==> config.mk <==
export PLATFORM = sky130hd
export DESIGN_NAME = reaction_control_flat
export DESIGN_NICKNAME = d
export VERILOG_FILES = /design/src/rtl/reaction_control_if.sv /design/src/rtl/reaction_control.sv /design/src/flat_wrapper.sv
export SDC_FILE = /design/constraint.sdc
export NUM_CORES = 1
export LEC_CHECK = 0
export ABC_AREA = 1
export CORE_UTILIZATION = 52
export CTS_CLUSTER_DIAMETER = 200
export CTS_CLUSTER_SIZE = 25
export DETAILED_ROUTE_END_ITERATION = 6
export GPL_TIMING_DRIVEN = 1
export HOLD_SLACK_MARGIN = 0.06
export PLACE_DENSITY = 0.9
export SKIP_CTS_REPAIR_TIMING = 1
export SLEW_MARGIN = 30
export SYNTH_ARGS = -nofsm -noshare
export SYNTH_HDL_FRONTEND = slang
export SYNTH_SLANG_ARGS = --single-unit
==> constraint.sdc <==
create_clock -name clk -period 1.9 [get_ports clk]
set_input_delay 0.19 -clock clk [delete_from_list [all_inputs] [get_ports clk]]
set_output_delay 0.19 -clock clk [all_outputs]
set_load 0.05 [all_outputs]
==> src/rtl/reaction_control_if.sv <==
// Strobe/status bundle between the reaction-game controller (master) and its
// timing datapath (slave).
interface reaction_control_if;
    logic        countComplete;
    logic [11:0] iUpCount;
    logic        oStart_down_count;
    logic        oStart_up_count;
    logic        oLoad_score;

    modport master (
        input  countComplete,
        input  iUpCount,
        output oStart_down_count,
        output oStart_up_count,
        output oLoad_score
    );

    modport slave (
        output countComplete,
        output iUpCount,
        input  oStart_down_count,
        input  oStart_up_count,
        input  oLoad_score
    );
endinterface

==> src/rtl/reaction_control.sv <==
// Reaction-time game sequencer: synchronises the buttons, walks the round FSM and
// issues held datapath strobes. Optional macro FALSE_START_EN adds the FALSE state.
module reaction_control #(
    parameter int HOLD_CYCLES = 50000,
    parameter int TIMEOUT_MS  = 4000
) (
    input  logic                      clk,
    input  logic                      iReset,
    input  logic                      iStart,
    input  logic                      iReact,
    reaction_control_if.master        dp,
    output logic [1:0]                oScreen,
    output logic                      oTimeout,
    output logic                      oFalseStart,
    output logic [3:0]                oState
);

    localparam int HW = $clog2(HOLD_CYCLES + 1);
    localparam logic [HW-1:0] HOLD_LAST = HW'(HOLD_CYCLES - 1);
    localparam logic [11:0]   TIMEOUT_VAL = 12'(TIMEOUT_MS);

    typedef enum logic [3:0] {
        S_IDLE       = 4'd0,
        S_ARM_DELAY  = 4'd1,
        S_WAIT_DELAY = 4'd2,
        S_ARM_COUNT  = 4'd3,
        S_MEASURE    = 4'd4,
        S_LOAD       = 4'd5,
        S_RESULT     = 4'd6,
        S_TIMEOUT    = 4'd7,
        S_FALSE      = 4'd8
    } state_e;

    state_e        state_q, state_d;
    logic [HW-1:0] hold_q, hold_d;
    logic          start_s1_q, start_s2_q, start_prev_q;
    logic          react_s1_q, react_s2_q, react_prev_q;
    logic          down_q, down_d, up_q, up_d, load_q, load_d;
    logic [1:0]    screen_q, screen_d;
    logic          timeout_q, timeout_d;
    logic          start_press_s, react_press_s;

    assign start_press_s = start_s2_q & ~start_prev_q;
    assign react_press_s = react_s2_q & ~react_prev_q;

    // Next-state and hold-counter logic; the counter restarts on every state entry.
    always_comb begin
        state_d = state_q;
        hold_d  = '0;
        case (state_q)
            S_IDLE: begin
                if (start_press_s) state_d = S_ARM_DELAY;
                else               state_d = S_IDLE;
            end
            S_ARM_DELAY: begin
                if (hold_q == HOLD_LAST) state_d = S_WAIT_DELAY;
                else                     hold_d  = hold_q + HW'(1);
            end
            S_WAIT_DELAY: begin
                if (dp.countComplete) state_d = S_ARM_COUNT;
`ifdef FALSE_START_EN
                else if (react_press_s) state_d = S_FALSE;
`endif
                else                  state_d = S_WAIT_DELAY;
            end
            S_ARM_COUNT: begin
                if (react_press_s)            state_d = S_LOAD;
                else if (hold_q == HOLD_LAST) state_d = S_MEASURE;
                else                          hold_d  = hold_q + HW'(1);
            end
            S_MEASURE: begin
                // A press landing in the same cycle as the timeout still scores.
                if (react_press_s)                 state_d = S_LOAD;
                else if (dp.iUpCount >= TIMEOUT_VAL) state_d = S_TIMEOUT;
                else                               state_d = S_MEASURE;
            end
            S_LOAD: state_d = S_RESULT;
            S_RESULT, S_TIMEOUT: begin
                if (start_press_s) state_d = S_ARM_DELAY;
                else               state_d = state_q;
            end
`ifdef FALSE_START_EN
            S_FALSE: begin
                if (start_press_s) state_d = S_ARM_DELAY;
                else               state_d = S_FALSE;
            end
`endif
            default: state_d = S_IDLE;
        endcase
    end

    // Output decode from the next state so the registered strobes line up with it.
    always_comb begin
        down_d   = (state_d == S_ARM_DELAY);
        up_d     = (state_d == S_ARM_COUNT);
        load_d   = (state_d == S_LOAD);
        screen_d = 2'd0;
        case (state_d)
            S_IDLE:                                   screen_d = 2'd0;
            S_ARM_DELAY, S_WAIT_DELAY:                screen_d = 2'd1;
            S_ARM_COUNT, S_MEASURE:                   screen_d = 2'd2;
            S_LOAD, S_RESULT, S_TIMEOUT, S_FALSE:     screen_d = 2'd3;
            default:                                  screen_d = 2'd0;
        endcase
        if (state_d == S_TIMEOUT)        timeout_d = 1'b1;
        else if (state_d == S_ARM_DELAY) timeout_d = 1'b0;
        else                             timeout_d = timeout_q;
    end

    // State, synchronisers and registered outputs.
    always_ff @(posedge clk or negedge iReset) begin
        if (!iReset) begin
            state_q      <= S_IDLE;
            hold_q       <= '0;
            start_s1_q   <= 1'b0;
            start_s2_q   <= 1'b0;
            start_prev_q <= 1'b0;
            react_s1_q   <= 1'b0;
            react_s2_q   <= 1'b0;
            react_prev_q <= 1'b0;
            down_q       <= 1'b0;
            up_q         <= 1'b0;
            load_q       <= 1'b0;
            screen_q     <= 2'd0;
            timeout_q    <= 1'b0;
        end else begin
            state_q      <= state_d;
            hold_q       <= hold_d;
            start_s1_q   <= iStart;
            start_s2_q   <= start_s1_q;
            start_prev_q <= start_s2_q;
            react_s1_q   <= iReact;
            react_s2_q   <= react_s1_q;
            react_prev_q <= react_s2_q;
            down_q       <= down_d;
            up_q         <= up_d;
            load_q       <= load_d;
            screen_q     <= screen_d;
            timeout_q    <= timeout_d;
        end
    end

`ifdef FALSE_START_EN
    logic false_q, false_d;

    // False-start flag: set on FALSE entry, cleared when a new round arms.
    always_comb begin
        if (state_d == S_FALSE)          false_d = 1'b1;
        else if (state_d == S_ARM_DELAY) false_d = 1'b0;
        else                             false_d = false_q;
    end

    // False-start flag register.
    always_ff @(posedge clk or negedge iReset) begin
        if (!iReset) false_q <= 1'b0;
        else         false_q <= false_d;
    end

    assign oFalseStart = false_q;
`else
    assign oFalseStart = 1'b0;
`endif

    assign dp.oStart_down_count = down_q;
    assign dp.oStart_up_count   = up_q;
    assign dp.oLoad_score       = load_q;
    assign oScreen              = screen_q;
    assign oTimeout             = timeout_q;
    assign oState               = state_q;

endmodule

==> src/flat_wrapper.sv <==
// flat-port wrapper written by rule: the top's interface ports become plain ports
module reaction_control_flat 
#(
    parameter int HOLD_CYCLES = 50000,
    parameter int TIMEOUT_MS  = 4000
)
  (clk, iReset, iStart, iReact, oScreen, oTimeout, oFalseStart, oState, dp_countComplete, dp_iUpCount, dp_oStart_down_count, dp_oStart_up_count, dp_oLoad_score);
  reaction_control_if dp_i ();
  input  logic clk;
  input  logic iReset;
  input  logic iStart;
  input  logic iReact;
  output logic [1:0] oScreen;
  output logic oTimeout;
  output logic oFalseStart;
  output logic [3:0] oState;
  input wire logic [$bits(dp_i.countComplete)-1:0] dp_countComplete;
  input wire logic [$bits(dp_i.iUpCount)-1:0] dp_iUpCount;
  output wire logic [$bits(dp_i.oStart_down_count)-1:0] dp_oStart_down_count;
  output wire logic [$bits(dp_i.oStart_up_count)-1:0] dp_oStart_up_count;
  output wire logic [$bits(dp_i.oLoad_score)-1:0] dp_oLoad_score;
  assign dp_i.countComplete = dp_countComplete;
  assign dp_i.iUpCount = dp_iUpCount;
  assign dp_oStart_down_count = dp_i.oStart_down_count;
  assign dp_oStart_up_count = dp_i.oStart_up_count;
  assign dp_oLoad_score = dp_i.oLoad_score;
  reaction_control #(.HOLD_CYCLES(HOLD_CYCLES), .TIMEOUT_MS(TIMEOUT_MS)) u_core (.clk(clk), .iReset(iReset), .iStart(iStart), .iReact(iReact), .dp(dp_i), .oScreen(oScreen), .oTimeout(oTimeout), .oFalseStart(oFalseStart), .oState(oState));
endmodule
==> metrics.yaml <==
run_status:
  status: "finished, final reports clean"
sta:
  fin_crit_sh_pct: 96.01
  setup_viol: 0
  fin_ws_ns: 0.07585
  slew_headroom_pct: 66.44
  finalHoldViolCount: 0
  fmax_ghz: 0.5482
  whs_ns: 0.2289
  skew_ns: 0.006982
  tightest_slew_ns: 0.5019
  report.final.slew_viol_count: 0
  period_minus_slack_ns: 1.824
worst_setup_path:
  crit_fanout: 4
  crit_path_end_kind: "output pin"
  crit_required_ns: 1.71
  worstSetupPathType: "reg -> out"
  critPathArrivalTime_ns: 1.63
  start_kind: "flop"
yosys:
  synth.top_cell.area_share_pct: 48.37
  syn_inst: 201
  synth_ff_type: "dfrtp_1"
  synth_seq_cells: 32
  yosysSeqAreaShare_pct: 48.37
  synth_area_leaders: "dfrtp_1 48%, nand2_1 8.8%, nor2_1 8.4%"
  synth_warnings: 0
  asyncSetResetFlopFracSynth_pct: 100.0
  synth_edf_count: 0
  netlist_area_mm2: 0.001655
  syn_area_per_cell_um2: 8.236
  yosysTopAreaCell: "dfrtp_1"
  synth_cell_types: 31
detailed_routing:
  postRouteAntennaNets: 0
  wl_per_cell_um: 11.34
  drcViolationCount: 0
  drtPass1Iterations: 4
  drtIter0Drc: 50
  via_count: 1366
  drt-total-wl_um: 3187
  via_per_inst: 4.861
clock_network:
  cts_tree: "done"
  clk_pin_slew_worst_paths_ns: 0.11
  root_buffer: "clkbuf_4"
  clk_latency_ns: 0.34
  htreeDepth: 2
  cts_buffers: 5
  cts_buffer_depth: 2
  clock_sinks: 32
layout:
  drive_gt1_share_pct: 19.41
  antenna_cells: 0
  nets: 257
  area_growth_pct: 23.81
  mostFrequentLayoutCell: "nand2_1"
  final_cell_mix: "38 x nand2_1, 33 x nor2_1, 32 x dfrtp_1"
floorplanning:
  die_w_um: 58.42
  core_area_mm2: 0.003028
  fp.dieArea_mm2: 0.003413
  rows: 20
  die_y_um: 58.42
  io_pins: 28
  start_util_pct: 54.67
global_routing:
  antenna_found_initial: 0
  grtUsageTotal_pct: 21.13
  grt_pass1_vias: 1266
  grt_pass1_wl_um: 5285
  grt_start_max_net_pins: 33
  grt_overflow: 0
place:
  io_buffers: 21
  hpwl_um: 2353
  gp_congestion: 0.8503
  pre_cts_slack_ns: 0.02884
job:
  drv_cap: 0
power_and_ir_drop:
  internal_power_w: 0.0008781
  clkPwrFrac_pct: 33.4
  pwr-share-seq_pct: 58.2
  powerDensity_mw_per_mm2: 584.8
  p_sw_w: 0.0003203
  design_power_total_w: 0.001198
  combPwrFrac_pct: 8.3
  netSwitchingFraction_pct: 26.73
  vdd_drop_max_mv: 0.5196
  leakage_nw: 0.9569
min_path:
  holdCritPathClass: "in -> async"
## power by group through the flow
stage / registers [W] / clock network (W) / logic [W]
floorplan: 0.000726 / 0 / 0.0000340
global placement: 0.000710 / 0 / 0.0000968
detailed placement: 0.000711 / 0 / 0.0000982
CTS: 0.000698 / 0.000405 / 0.0000984
global route: 0.000699 / 0.000446 / 0.000110
finish: 0.000698 / 0.000401 / 0.000100
## metal layers
| metal | vias to the layer above | routed length, um | global-route usage, % |
|---|---|---|---|
| met1 | 632 | 1379 | 25.07 |
| met2 | 36 | 1579 | 35.80 |
| met4 | 0 | 46 | 7.143 |
| met3 | 6 | 181 | 7.473 |
| li1 | 692 | - | - |
| met5 | - | 0 | 0 |
## synthesized netlist by cell type (2+ instances only)
| master | count |
|---|---|
| a21oi_1 | 4 |
| and3_1 | 2 |
| clkinv_1 | 2 |
| dfrtp_1 | 32 |
| ha_1 | 4 |
| inv_1 | 24 |
| inv_2 | 3 |
| nand2_1 | 39 |
| nand2_2 | 4 |
| nand2_4 | 2 |
| nand3_1 | 13 |
| nand4_1 | 5 |
| nor2_1 | 37 |
| nor2_2 | 6 |
| nor3_1 | 2 |
| nor3_2 | 3 |
| xor2_1 | 5 |
## layout make-up
type	count	area (um^2)
clock buffer	5	37.54
inverter	29	108.9
sequential	32	800.8
timing repair buffer	29	270.3
fill	243	978.4
multi-input combinational	139	753.2
tap	44	55.05
clock inverter	3	23.77
## critical path, stage by stage (launching register included)
cell	delay [ns]
dfrtp_1	0.37
buf_4	0.13
clkdlybuf4s50_1	0.79
## stage by stage
stage | TNS, ns | instances | utilization (%) | area [um^2]
after detailed placement | 0 | 271 | 64.42 | 1951
final | 0 | 281 | 67.69 | 2049
after global routing | -0.01389 | 281 | 67.69 | 2049
after global placement | 0 | 271 | 64.42 | 1951
after floorplan | 0 | 202 | - | 1659
after CTS | -0.002790 | 279 | 66.45 | 2012
## path summary, 6_finish.rpt
kind,cells after the start,to,startpoint,slack [ns]
max reg2reg,11,u_core.oScreen[1],u_core.hold_q[0],0.12
min,2,u_core.dp.oStart_up_count,iReset,0.23
max in group asynchronous,2,u_core.hold_q[14],iReset,1.38
max,2,oState[1],u_core.oState[1],0.08
min in group clk,1,u_core.react_s1_q,iReact,0.28
min reg2reg,0,u_core.start_s2_q,u_core.start_s1_q,0.36
## flip-flops by register name, indices dropped and copies added (netlist names)
name,flops
u_core.start_prev_q,1
u_core.dp.oLoad_score,1
u_core.dp.oStart_up_count,1
u_core.hold_q,16
u_core.oScreen,2
u_core.react_prev_q,1
u_core.start_s2_q,1
u_core.dp.oStart_down_count,1
u_core.oState,4
u_core.oTimeout,1
u_core.start_s1_q,1
u_core.react_s1_q,1
u_core.react_s2_q,1
## cells by family after synthesis
kind of cell,share of synthesized area (%)
buffers and inverters,7.710
flip-flops,48.38
AO/OA/AOI/OAI,4.687
adder cells (fa/ha/maj),3.024
AND/OR/NAND/NOR,32.80
other,0.2265
XOR/XNOR,3.175
No activity file was read; power rests on OpenSTA's default activity.
